==> src/rtl/mem_arbiter.sv <==
// Two-requester arbiter (instruction fetch / load-store) in front of a single-port
// synchronous RAM; round-robin on ties, registered grant/valid/RAM-side outputs.
module mem_arbiter #(
  parameter int unsigned ADDR_W = 11
) (
  input  logic              clk,
  input  logic              rst_n,
  input  logic              if_req,
  input  logic [ADDR_W-1:0] if_addr,
  output logic              if_gnt,
  output logic              if_rvalid,
  output logic [31:0]       if_rdata,
  input  logic              ls_req,
  input  logic              ls_we,
  input  logic [ADDR_W-1:0] ls_addr,
  input  logic [31:0]       ls_wdata,
  output logic              ls_gnt,
  output logic              ls_rvalid,
  output logic [31:0]       ls_rdata,
  output logic [ADDR_W-1:0] ram_addr,
  output logic              ram_w_en,
  output logic [31:0]       ram_wdata,
  input  logic [31:0]       ram_rdata,
  output logic              busy
);

  typedef enum logic [1:0] {IDLE, ACCESS, RESP} state_t;
  typedef enum logic {OWN_IF = 1'b0, OWN_LS = 1'b1} owner_t;

  state_t state;
  owner_t owner;
  owner_t last_owner;
  logic   acc_we;
  logic   pick_ls;

  // LS wins when it is the only requester, or on a tie when IF was served last.
  always_comb begin
    pick_ls = ls_req && (!if_req || (last_owner == OWN_IF));
  end

  // Grant and RAM-side outputs are loaded on the IDLE->ACCESS edge so they are
  // valid exactly during the ACCESS cycle; rvalid is loaded on ACCESS->RESP.
  always_ff @(posedge clk or negedge rst_n) begin
    if (!rst_n) begin
      state      <= IDLE;
      owner      <= OWN_IF;
      last_owner <= OWN_IF;
      acc_we     <= 1'b0;
      if_gnt     <= 1'b0;
      ls_gnt     <= 1'b0;
      if_rvalid  <= 1'b0;
      ls_rvalid  <= 1'b0;
      ram_addr   <= '0;
      ram_w_en   <= 1'b0;
      ram_wdata  <= '0;
    end else begin
      if_gnt    <= 1'b0;
      ls_gnt    <= 1'b0;
      if_rvalid <= 1'b0;
      ls_rvalid <= 1'b0;
      ram_addr  <= '0;
      ram_w_en  <= 1'b0;
      ram_wdata <= '0;
      case (state)
        IDLE: begin
          if (if_req || ls_req) begin
            state <= ACCESS;
            if (pick_ls) begin
              owner     <= OWN_LS;
              acc_we    <= ls_we;
              ls_gnt    <= 1'b1;
              ram_addr  <= ls_addr;
              ram_w_en  <= ls_we;
              ram_wdata <= ls_we ? ls_wdata : '0;
            end else begin
              owner    <= OWN_IF;
              acc_we   <= 1'b0;
              if_gnt   <= 1'b1;
              ram_addr <= if_addr;
            end
          end
        end
        ACCESS: begin
          last_owner <= owner;
          if (acc_we) begin
            state <= IDLE;
          end else begin
            state <= RESP;
            if (owner == OWN_LS) ls_rvalid <= 1'b1;
            else                 if_rvalid <= 1'b1;
          end
        end
        RESP: begin
          state <= IDLE;
        end
        default: begin
          state <= IDLE;
        end
      endcase
    end
  end

  // RAM data arrives in RESP, so read data is steered combinationally from the RAM.
  always_comb begin
    if_rdata = '0;
    ls_rdata = '0;
    if (state == RESP) begin
      if (owner == OWN_LS) ls_rdata = ram_rdata;
      else                 if_rdata = ram_rdata;
    end
  end

  assign busy = (state != IDLE);

endmodule

==> config.mk <==
export PLATFORM = sky130hd
export DESIGN_NAME = mem_arbiter
export DESIGN_NICKNAME = d
export VERILOG_FILES = /design/src/rtl/mem_arbiter.sv
export SDC_FILE = /design/constraint.sdc
export NUM_CORES = 1
export LEC_CHECK = 0
export CORE_MARGIN = 4
export CORE_UTILIZATION = 40
export DETAILED_ROUTE_END_ITERATION = 6
export DONT_BUFFER_PORTS = 1
export HOLD_SLACK_MARGIN = 0.06
export PLACE_DENSITY_LB_ADDON = 0.05
export SLEW_MARGIN = 10
export SYNTH_ARGS = -nofsm -noshare
export SYNTH_HDL_FRONTEND = slang
export SYNTH_SLANG_ARGS = --single-unit
==> constraint.sdc <==
create_clock -name clk -period 1 [get_ports clk]
set_input_delay 0.1 -clock clk [delete_from_list [all_inputs] [get_ports clk]]
set_output_delay 0.1 -clock clk [all_outputs]
set_load 0.005 [all_outputs]
==> run metrics <==
Util after Layout=0.602; fmax=699 MHz; failing checks=hold timing, setup timing; Cell Area, Placed=between 0.002 and 0.0025 mm2; Setup WS pre-CTS=-0.226 ns; Max FO, Critical Path=32; flops & latches, synth=53; cells after synthesis=approximately 210; number of global-route vias before repair=1,885; I/O pin cnt=around 200; H-tree depth=2; R2R Path Start=state[0]; period utilisation layout=1.43; critical path launch point type=register; Ys Warns=0; Root Buffer=clkbuf_8; Detailed Route WL=roughly 7000 um; Final Setup Violations=~120; final non-filler cell total=~350; Setup Crit Path Kind=register to output pin; Num CTS Buffers=5; GRT Util Overall=0.199; Final Hold Vio Count=between 50 and 60; Die ar.=about 0.0069 mm2; port buffer count=0; hold slack=-0.511 ns; register area share after synthesis=0.585; DR WL/cell=between 15 and 20 um; min Tclk post-route=between 1 and 1.5 ns; synth unique cells=20; first-pass GRT wire length=10,700 um; CP max-delay cell=dfrtp_1; # DRC=0; Die Ht=approximately 83 um; worst-path cell chain=and3b_2 > buf_12 > and2_4; initial antenna violation count=0; Initial DRC Count=~80; Core Area=roughly 0.0055 mm2; CTS max path bufs=2; commonest non-fill, non-tap cell in the layout=and2_1; Max Cap Violations=0; CP arrival=~1.3 ns; Die Wd=between 80 and 90 um; clock sinks=53; Tightest Pin Transition=around 0.21 ns; area grow syn2layout=46.2%; hold buffers post-CTS=56; Final nets=370; Lkg Pwr=roughly 1.6 nW; syn nets=approximately 300; Peak VDD IR=slightly below 1 mV; Final HPWL DP=between 4000 and 5000 um; Rel. slew slack=0.858; Clock Latency Late Sink=0.29 ns; RSZ-0062 raised after global routing=yes; status=finished, violations left; ANT cells=0; grt total ovfl=0; Design Area, Final=around 0.0033 mm2; Syn Std Cell Area=approximately 0.0023 mm2; via count=1,845; setup_tns=-39.28 ns; Worst path max stage delay=roughly 0.42 ns; worst reg-to-reg path cell count=6; PwrDens=around 2000 mW/mm2; clk slew on worst S/H paths=0.08 ns; Routed Antenna Nets=0; CTS tree=yes; Layout Skew=roughly 0.0036 ns; largest net degree at the start of global routing=54; Avg Vias per Cell=around 5.2; worst path required time=about 0.9 ns; Pwr Total=between 6 and 7 mW; highest-count cells in the layout ignoring fill and taps=and2_1 (67), dlygate4sd3_1 (56), dfrtp_1 (53); Post-Place Cells=around 280; Min-Delay Path Class=primary input to asynchronous set/reset pin; Mean Syn Cell Area=10.6 um2; crit path capture type=output pin; Filler cells=about 410; setup ws final=-0.430 ns; Worst R2R End=ram_wdata[13]; Core Rows=27; layout cells sized above 1=0.250; Initial Util=0.412; Max Transition Viols Final=0; reg2reg setup slack=-0.37 ns; First-pass DRT Iterations=4; Final GP Congestion=about 1
[routing by layer]
layer | GRT usage | vias to the layer above | wire length, um
met2 | 0.372 | 152 | 3870
li1 | - | 780 | -
met1 | 0.184 | 881 | 2050
met4 | 0.0996 | 0 | 334
met5 | 0 | - | 0
met3 | 0.0764 | 32 | 761
[what timing repair did]
action,4_1_cts,5_1_grt
buffers inserted,5,0
gates cloned,2,0
endpoints found under the setup margin,115,118
resized for setup,14,6
endpoints found under the hold margin,97,53
pin swaps,2,2
[cell usage after synthesis (all sizes together)]
cell | instances | area share
a21bo | 1 | 0.0044
a21boi | 1 | 0.0050
a21o | 2 | 0.0066
a21oi | 11 | 0.024
and2 | 97 | 0.27
and3 | 1 | 0.0028
and3b | 1 | 0.0039
buf | 7 | 0.025
clkbuf | 6 | 0.0099
dfrtp | 53 | 0.58
inv | 2 | 0.0033
mux2 | 1 | 0.0050
nand2 | 22 | 0.036
nor2 | 2 | 0.0033
nor2b | 3 | 0.0083
nor3 | 1 | 0.0022
nor3b | 1 | 0.0055
o21ai | 1 | 0.0022
[registers in the layout, indices dropped and copies added, names as in the netlist]
signal / flops
if_gnt: 1
state: 2
ram_wdata: 32
ram_addr: 11
ls_rvalid: 1
ls_gnt: 1
if_rvalid: 1
last_owner: 1
ram_w_en: 1
acc_we: 1
owner: 1
[cell families after synthesis]
| group | after synthesis | share of synthesized area |
|---|---|---|
| and+or+nand+nor | 128 | 0.330 |
| DFF | 53 | 0.585 |
| AOI/OAI and AO/OA | 16 | 0.0425 |
| buffers and inverters | 15 | 0.0381 |
| muxes | 1 | 0.00496 |
[cell type report]
cell class	count	area (um2)	share of cell area
Clock inverter	1	30.0	0.00905
Tap cell	72	90.1	0.0272
Multi-Input combinational cell	145	1010	0.303
Timing Repair Buffer	72	771	0.232
Inverter	2	7.51	0.00226
Clock buffer	7	86.3	0.0260
Sequential cell	53	1330	0.400
[where the power goes]
group / switching [mW] / internal, mW / total, mW
sequential: 0.289 / 2.54 / 2.83
combinational: 1.04 / 1.30 / 2.34
clock: 0.617 / 0.815 / 1.43
total: 1.94 / 4.66 / 6.60
[worst max-delay path: cells and delay by family, from the launching register on]
family	cells	cell delay (ns)
buffers and inverters	1	0.17
flip-flops	1	0.42
AND/OR/NAND/NOR	2	0.44
[worst max path at each step]
stage	startpoint	to	slack (ns)	cells past startpoint
2_1_floorplan	last_owner	ram_wdata[23]	-0.11	5
3_3_place_gp	state[0]	if_rdata[11]	-0.13	3
3_5_place_dp	state[0]	ram_wdata[13]	-0.23	4
4_1_cts	state[0]	ls_rdata[11]	-0.45	3
5_1_grt	state[0]	ls_rdata[31]	-0.50	3
6_report	state[0]	ls_rdata[11]	-0.43	3
Note: power is estimated with default switching activity, not from simulation.
==> RTL change, RTL diff (same flow settings) <==
Encoding of `state_t`: now one-hot (3 bits for 3 states).
--- a/src/rtl/mem_arbiter.sv
+++ b/src/rtl/mem_arbiter.sv
@@ -24,7 +24,7 @@
   output logic              busy
 );
 
-  typedef enum logic [1:0] {IDLE, ACCESS, RESP} state_t;
+  typedef enum logic [2:0] {IDLE = 3'b001, ACCESS = 3'b010, RESP = 3'b100} state_t;
   typedef enum logic {OWN_IF = 1'b0, OWN_LS = 1'b1} owner_t;
 
   state_t state;
Check against the original RTL: same outputs for any inputs over 10 cycles, from zero or initial values and one cycle with rst_n low; not proved beyond that.
==> RTL change against the unedited design <==
The flow still finishes with violations (negative hold slack, negative setup slack). Area after synthesis up 2.8%. Worst setup slack worse by 0.21 ns. Design area up 9.7%. Global-route usage up 0.30 points. Total power up 2.7%. Fmax down 13%. Die area up 2.5%. Count of clock-buffer cells in the layout down 1. Critical path depth up 2. Sequential cell count up 1. Wire length up 11%. Critical path type unchanged. Largest power group unchanged.
==> RTL change: results (changes against the unedited design) <==
* R2R Setup Slk at -0.62 ns (was -0.37 ns)
* Met2 usage at 39.31% (was 37.24%)
* Area occupied by registers at 1353 um^2 (was 1326 um^2)
* DP HPWL at 4910 um (was 4874 um)
* Post-DR wirelength/cell at 21.43 um (was 19.91 um)
* Multi-input gates at 150 (was 145)
* Worst hold slack at -0.5150 ns (was -0.5107 ns)
* CP max FO at 8 (was 32)
* Multi-input combinational area share at 34.12% (was 30.33%)
* VDD IR max at 1417 uV (was 967.4 uV)
* Layout cells sized above 1 at 47.60% (was 25.00%)
* Unique masters post-synth at 23 (was 20)
* Via count of the routed design at 1900 (was 1845)
* Status: finished, violations left (unchanged)
* Met3 WL at 749 um (was 761 um)
* Critical path origin: state[1] (was state[0])
* Final Hold Fails at 54 (was 53)
* Routed length on met1 at 2369 um (was 2045 um)
* ClkCell Share at 3.922% (was 3.508%)
* First-pass GRT wire length at 11160 um (was 10700 um)
* Synth Net Count at 307 (was 304)
* Setup violators final at 119 (was 116)
* Fin worst setup slack at -0.6352 ns (was -0.4299 ns)
* Gr usage total at 20.16% (was 19.86%)
* Clkbuf count at 6 (was 7)
* FILL cells at 389 (was 414)
* Met3 usage at 6.771% (was 7.639%)
* Worst r2r src: state[0] (unchanged)
* Failing checks: negative hold slack, negative setup slack (unchanged)
* Leakage at 1.730 nW (was 1.590 nW)
* Pin count of the biggest net entering global routing at 55 (was 54)
* Top Registers: ram_wdata x32, ram_addr x11, state x3 (was ram_wdata x32, ram_addr x11, state x2)
* Pre-Repair DR Iteration Count at 5 (was 4)
* Top cells by area, synth: dfrtp_1, and2_1, and2_2 (was dfrtp_1, and2_1, nand2_1)
RTL change: worst max path at each step:
stage / endpoint / slack [ns]
final: if_rdata[7] / -0.64
after global routing: if_rdata[7] / -0.71
after CTS: if_rdata[20] / -0.64
after detailed placement: ram_addr[6] / -0.62
after global placement: ram_addr[0] / -0.54
after floorplan: ram_addr[1] / -0.58
RTL change: stage by stage:
step / setup TNS (ns) / std cells / instance area (um^2) / hold WS (ns) / worst slack (ns)
6_report: -67.98 / 364 / 3637 / -0.5150 / -0.6352
5_1_grt: -75.60 / 364 / 3637 / -0.5417 / -0.7062
4_1_cts: -68.39 / 355 / 3472 / -0.5249 / -0.6395
3_5_place_dp: -55.66 / 286 / 2539 / -0.1948 / -0.6197
3_3_place_gp: -50.88 / 286 / 2539 / -0.1945 / -0.5433
2_1_floorplan: -43.23 / 216 / 2457 / -0.1956 / -0.5792
RTL change: worst max-delay path: stages (launching register included):
cell	delay, ns
dfrtp_1	0.40
buf_6	0.13
nor4b_4	0.25
buf_4	0.18
buf_6	0.14
and2_4	0.15
RTL change: power by group:
part / internal, mW / switching (mW)
sequential: 2.57 / 0.285
combinational: 1.27 / 0.929
clock: 1.07 / 0.659
RTL change: what timing repair did:
| item | 4_1_cts | 5_1_grt |
|---|---|---|
| setup buffers | 2 | 4 |
| pin swaps | 41 | 26 |
| gates resized for setup | 63 | 25 |
| gates cloned | 5 | 5 |
| endpoints found under the setup margin | 119 | 119 |
| endpoints found under the hold margin | 97 | 54 |
RTL change: cell families (layout without fill, tap and decap cells):
kind of cell           Yosys count  in the layout  synth area share [%]
AND/OR/NAND/NOR                131            134                 34.28
flip-flops                      54             54                 57.99
buffers and inverters           15             88                 3.433
multiplexers                     1              1                0.4828
AO/OA/AOI/OAI                   15             15                 3.809
